[src/rtl/alu_issue_ctrl.sv]
// Issue/writeback controller in front of the ALU: decodes one instruction, feeds operands from a 32x32 RF, writes the result back.
// Latency: accept at E0, ALU inputs driven in the cycle after E0, writeback strobe one cycle later, RF updated at E2 (3 cycles per instruction).
// Backpressure: in_ready is high only in IDLE; an illegal word is consumed in one cycle and the controller stays ready.
//
// Ports: clk/rst_n (async active-low); in_valid/in_ready/instr instruction handshake;
//        alu_op1/alu_op2/alu_sel to the ALU, alu_res from it; wb_valid/wb_addr/wb_data writeback strobe;
//        err_illegal/err_div0 one-cycle error pulses; dbg_rd_addr/dbg_rd_data combinational RF debug port.
// Optional feature macro: ALU_DIV0_GUARD_EN (divide-by-zero result override and err_div0 pulse).
module alu_issue_ctrl (
    input  logic        clk,
    input  logic        rst_n,
    input  logic        in_valid,
    output logic        in_ready,
    input  logic [31:0] instr,
    output logic [31:0] alu_op1,
    output logic [31:0] alu_op2,
    output logic [3:0]  alu_sel,
    input  logic [31:0] alu_res,
    output logic        wb_valid,
    output logic [4:0]  wb_addr,
    output logic [31:0] wb_data,
    output logic        err_illegal,
    output logic        err_div0,
    input  logic [4:0]  dbg_rd_addr,
    output logic [31:0] dbg_rd_data
);

    typedef enum logic [1:0] {
        S_IDLE = 2'd0,
        S_EXEC = 2'd1,
        S_WB   = 2'd2
    } state_t;

    state_t      state_q, state_d;
    logic [4:0]  rs_q, rs_d;
    logic [4:0]  rt_q, rt_d;
    logic [15:0] imm_q, imm_d;
    logic [3:0]  sel_q, sel_d;
    logic [4:0]  dest_q, dest_d;
    logic        use_imm_q, use_imm_d;
    logic [31:0] result_q, result_d;
    logic        err_illegal_q, err_illegal_d;
    logic [31:0] rf_q [32];
    logic [31:0] rf_d [32];

    logic        dec_legal;
    logic [3:0]  dec_sel;
    logic [4:0]  dec_dest;
    logic        dec_use_imm;
    logic [31:0] op1_raw;
    logic [31:0] op2_raw;

    // Instruction decode, evaluated on the word presented at the handshake.
    always_comb begin
        dec_legal   = 1'b0;
        dec_sel     = 4'd0;
        dec_dest    = 5'd0;
        dec_use_imm = 1'b0;
        if (instr[31:26] == 6'h00) begin
            dec_dest = instr[15:11];
            case (instr[5:0])
                6'h20: begin dec_legal = 1'b1; dec_sel = 4'd1; end
                6'h22: begin dec_legal = 1'b1; dec_sel = 4'd2; end
                6'h18: begin dec_legal = 1'b1; dec_sel = 4'd3; end
                6'h1A: begin dec_legal = 1'b1; dec_sel = 4'd4; end
                6'h25: begin dec_legal = 1'b1; dec_sel = 4'd5; end
                6'h26: begin dec_legal = 1'b1; dec_sel = 4'd6; end
                6'h00: begin dec_legal = 1'b1; dec_sel = 4'd7; end
                6'h2A: begin dec_legal = 1'b1; dec_sel = 4'd8; end
                default: dec_legal = 1'b0;
            endcase
        end else if (instr[31:26] == 6'h08) begin
            dec_legal   = 1'b1;
            dec_sel     = 4'd1;
            dec_dest    = instr[20:16];
            dec_use_imm = 1'b1;
        end
    end

    // rf_q[0] is never written, so register 0 reads 0 without a read-side mux.
    assign op1_raw = rf_q[rs_q];
    assign op2_raw = use_imm_q ? {{16{imm_q[15]}}, imm_q} : rf_q[rt_q];

`ifdef ALU_DIV0_GUARD_EN
    logic div0_q, div0_d;
`endif

    always_comb begin
        state_d       = state_q;
        rs_d          = rs_q;
        rt_d          = rt_q;
        imm_d         = imm_q;
        sel_d         = sel_q;
        dest_d        = dest_q;
        use_imm_d     = use_imm_q;
        result_d      = result_q;
        err_illegal_d = 1'b0;
        rf_d          = rf_q;
`ifdef ALU_DIV0_GUARD_EN
        div0_d        = div0_q;
`endif
        case (state_q)
            S_IDLE: begin
                if (in_valid) begin
                    if (dec_legal) begin
                        rs_d      = instr[25:21];
                        rt_d      = instr[20:16];
                        imm_d     = instr[15:0];
                        sel_d     = dec_sel;
                        dest_d    = dec_dest;
                        use_imm_d = dec_use_imm;
                        state_d   = S_EXEC;
                    end else begin
                        err_illegal_d = 1'b1;
                    end
                end
            end
            S_EXEC: begin
                result_d = alu_res;
`ifdef ALU_DIV0_GUARD_EN
                div0_d = 1'b0;
                if (sel_q == 4'd4 && op2_raw == 32'd0) begin
                    result_d = 32'hFFFF_FFFF;
                    div0_d   = 1'b1;
                end
`endif
                state_d = S_WB;
            end
            S_WB: begin
                if (dest_q != 5'd0) begin
                    rf_d[dest_q] = result_q;
                end
                state_d = S_IDLE;
            end
            default: state_d = S_IDLE;
        endcase
    end

    always_ff @(posedge clk or negedge rst_n) begin
        if (!rst_n) begin
            state_q       <= S_IDLE;
            rs_q          <= 5'd0;
            rt_q          <= 5'd0;
            imm_q         <= 16'd0;
            sel_q         <= 4'd0;
            dest_q        <= 5'd0;
            use_imm_q     <= 1'b0;
            result_q      <= 32'd0;
            err_illegal_q <= 1'b0;
            for (int i = 0; i < 32; i++) begin
                rf_q[i] <= 32'd0;
            end
        end else begin
            state_q       <= state_d;
            rs_q          <= rs_d;
            rt_q          <= rt_d;
            imm_q         <= imm_d;
            sel_q         <= sel_d;
            dest_q        <= dest_d;
            use_imm_q     <= use_imm_d;
            result_q      <= result_d;
            err_illegal_q <= err_illegal_d;
            rf_q          <= rf_d;
        end
    end

`ifdef ALU_DIV0_GUARD_EN
    always_ff @(posedge clk or negedge rst_n) begin
        if (!rst_n) begin
            div0_q <= 1'b0;
        end else begin
            div0_q <= div0_d;
        end
    end
    assign err_div0 = (state_q == S_WB) && div0_q;
`else
    assign err_div0 = 1'b0;
`endif

    // ALU inputs are held at zero outside EXEC so the ALU idles on sel 0.
    always_comb begin
        in_ready    = (state_q == S_IDLE);
        alu_op1     = 32'd0;
        alu_op2     = 32'd0;
        alu_sel     = 4'd0;
        wb_valid    = 1'b0;
        wb_addr     = 5'd0;
        wb_data     = 32'd0;
        err_illegal = err_illegal_q;
        dbg_rd_data = rf_q[dbg_rd_addr];
        if (state_q == S_EXEC) begin
            alu_op1 = op1_raw;
            alu_op2 = op2_raw;
            alu_sel = sel_q;
        end
        if (state_q == S_WB) begin
            wb_valid = 1'b1;
            wb_addr  = dest_q;
            wb_data  = result_q;
        end
    end

endmodule

[config.mk]
export PLATFORM = sky130hd
export DESIGN_NAME = alu_issue_ctrl
export DESIGN_NICKNAME = d
export VERILOG_FILES = /design/src/rtl/alu_issue_ctrl.sv
export SDC_FILE = /design/constraint.sdc
export NUM_CORES = 2
export LEC_CHECK = 0
export CAP_MARGIN = 25
export CORE_MARGIN = 4
export CORE_UTILIZATION = 45
export CTS_BUF_LIST = sky130_fd_sc_hd__clkbuf_4
export CTS_CLUSTER_SIZE = 40
export DETAILED_ROUTE_END_ITERATION = 10
export SYNTH_ARGS = -nofsm -noshare
export SYNTH_HDL_FRONTEND = slang
export SYNTH_SLANG_ARGS = --single-unit
[constraint.sdc]
create_clock -name clk -period 7.8 [get_ports clk]
set_input_delay 1.56 -clock clk [delete_from_list [all_inputs] [get_ports clk]]
set_output_delay 1.56 -clock clk [all_outputs]
set_load 0.05 [all_outputs]
==> flow_summary.json <==
{
  "fin_setup_tns_ps": 0,
  "grt-ovfl-total": 0,
  "final_cell_mix": "dfrtp_1 (1,087), mux2_2 (1,073), mux4_2 (785), clkbuf_4 (461), clkdlybuf4s50_1 (205)",
  "outcome": "finished, final reports clean",
  "dpl_cell_area_um2": 69800,
  "clk_pin_slew_ps": 70,
  "synth_fa_ha_area_share_pct": 0,
  "die_w_um": 390.5,
  "start_util_pct": 45.22,
  "die_area_um2": 152500,
  "ys.flop_type": "dfrtp_1",
  "drt-wirelength-per-cell_um": 35.20,
  "rows": 140,
  "htreeDepth": 5,
  "required_ps": 6240,
  "ys_types": 48,
  "clockPowerShare_pct": 39.3,
  "critPathMaxFanout": 97,
  "cts_setup_buffers": 0,
  "max_stage_delay_ps": 1100,
  "cp_top_family": "buffers and inverters",
  "cp.arrival_ps": 5850,
  "relSlewSlack_pct": 17.41,
  "dp_hpwl_um": 133700,
  "cp-end-kind": "primary output",
  "synth_top_family_by_area": "multiplexers",
  "num_vias": 45690,
  "synth-compound-area-share_pct": 3.347,
  "yosys.area_share.xor_xnor_pct": 0.01330,
  "drt_iter0_markers": 4720,
  "rsz0062_at_grt": "no",
  "crit_chain": "buf_12, nand2_1, nor3_1, a2111oi_0, a221oi_1, clkdlybuf4s50_1",
  "synth-seq-area-share_pct": 41.62,
  "areaGrowthSynthToFinish_pct": 11.99,
  "fin_skew_ps": 99.16,
  "internal-power_uw": 9162,
  "cts_buffers": 321,
  "die_h_um": 390.5,
  "cts_tree": "done",
  "synth_seq_cells": 1095,
  "crit_cells": 6,
  "num-nets-final": 4644,
  "crit_slowest_cell": "a221oi_1",
  "antenna_found_initial": 4,
  "drc": 0,
  "drive_gt1_share_pct": 53.21,
  "synth-simple-area-share_pct": 3.379,
  "clock_path_buffers": 4,
  "setup_viol_count_final": 0,
  "ios": 213,
  "gp_congestion": 0.8346,
  "p_seq_share_pct": 45.2,
  "ant_nets": 0,
  "min_path_type": "in -> async",
  "drv_slew": 0,
  "worst_pin_slew_ps": 1239,
  "core_um2": 145600,
  "fmax_ghz": 0.1350,
  "powerDensity_nw_per_um2": 182.0,
  "p_leak_uw": 0.03211,
  "grt_usage_pct": 31.07,
  "mappedNetlistArea_um2": 65830,
  "final_area_um2": 73730,
  "path_buf_inv": 2,
  "p_sw_uw": 4254,
  "reg2reg_depth": 7,
  "criticalPathCategory": "reg -> out",
  "drt_pass1_iterations": 6,
  "power.share.switching_pct": 31.71,
  "synthCells": 4413,
  "syn-num-nets": 4485,
  "ys_async_sr_fraction_pct": 100.0,
  "vias_per_cell": 6.820,
  "final_common_cell": "dfrtp_1",
  "portBuffers": 211,
  "holdBufCountCts": 0,
  "synth.avg_cell_area_um2": 14.92,
  "fin_hold_ws_ps": 352.1,
  "hold_viol": 0,
  "first_global_vias": 46300,
  "cts_resized": 0,
  "grt_max_degree": 150,
  "yosysWarnings": 0,
  "peakVddDrop_v": 0.0001663,
  "worstSetupStartpointType": "flop",
  "synth_mux_area_share_pct": 48.03,
  "clk_latency_ps": 1290,
  "drv_cap": 0,
  "cts-root-buf": "clkbuf_4",
  "synth_edf_count": 0,
  "grt_pass1_wl_um": 342000,
  "fin_crit_sh_pct": 94.98,
  "combinationalPowerShare_pct": 15.6,
  "period_needed_ps": 7408,
  "finalWirelength_um": 235800,
  "cts.sinks": 1095
}
==> flip-flops by register name, summed over array words and instances, names as in the netlist <==
register     count
sel_q            4
rt_q             5
rs_q             5
result_q        32
use_imm_q        1
err_illegal      1
imm_q           16
rf_q          1024
state_q          2
dest_q           5
==> cells in the mapped netlist (3+ instances only) <==
cell,n,share of area [%]
dfrtp_1,1095,42
mux2_2,1073,18
mux4_2,785,27
clkbuf_1,254,1.4
nand2_1,186,1.1
mux2i_1,162,2.5
buf_2,135,1.0
buf_1,75,0.43
a221oi_1,64,0.85
nand2b_1,54,0.51
nand3_1,50,0.38
nor2_1,47,0.27
and2_1,45,0.43
o211ai_1,41,0.47
buf_4,40,0.46
nor2b_1,39,0.37
o21ai_0,37,0.28
a21oi_1,34,0.26
a211oi_1,32,0.36
o22a_1,32,0.43
a2111oi_0,30,0.40
mux2_1,21,0.36
o22ai_1,14,0.13
buf_6,12,0.21
nor3_1,12,0.091
nand3b_1,6,0.068
inv_1,5,0.029
o311ai_0,5,0.067
or3_1,4,0.038
nor3b_1,3,0.034
==> worst register-to-register path, delay by kind of cell, from the launching register on <==
family | cells | cell delay [ps]
and+or+nand+nor | 4 | 1960
DFF | 1 | 450
buffers and inverters | 2 | 1300
muxes | 1 | 460
==> power by group through the flow <==
stage | sequential, uW | clock, uW | combinational, uW
floorplan | 5890 | 0 | 1370
global placement | 6250 | 0 | 1910
detailed placement | 6210 | 0 | 1990
CTS | 6100 | 5400 | 2000
global route | 6070 | 5710 | 2180
finish | 6060 | 5270 | 2090
==> area by class of cell <==
class,instances,area (um2)
Clock buffer,461,3461
Antenna cell,11,27.53
Multi-Input combinational cell,2796,36380
Sequential cell,1095,27430
Fill cell,12510,71840
Tap cell,1917,2399
Clock inverter,62,270.3
Timing Repair Buffer,352,3737
Inverter,6,25.02
==> final timing paths <==
check                               to        from  slack [ps]
max in group asynchronous    rf_q[889]       rst_n        5780
setup reg to reg             rf_q[528]  state_q[0]        3490
min in group clk            rf_q[1022]  rf_q[1022]         410
setup / recovery           alu_op2[31]     rt_q[2]         390
hold / removal               rf_q[676]       rst_n         350
hold reg to reg             rf_q[1022]  rf_q[1022]         410
==> routing by layer <==
layer  vias up  GRT usage, %  wire [um]
li1      17910             -          -
met1     24610         42.42      94730
met2      2622         47.53     108700
met3       553         7.961      22140
met4         0         13.09      10260
met5         -             0          0
==> per-stage QoR <==
stage / total power, uW / cells / setup WS [ps] / util, %
final: 13420 / 6700 / 391.7 / 50.65
after detailed placement: 8198 / 6159 / 1493 / 47.95
after global routing: 13960 / 6698 / 219.3 / 50.64
after CTS: 13500 / 6682 / 391.3 / 50.51
after floorplan: 7264 / 4413 / 2315 / -
after global placement: 8157 / 6149 / 1513 / 47.83
==> cells by family after synthesis <==
group,count (synthesis)
other,1
flip-flops,1095
multiplexers,2041
buffers and inverters,522
AND/OR/NAND/NOR,456
AO/OA/AOI/OAI,297
XOR/XNOR,1
No activity file was read; power rests on OpenSTA's default activity.
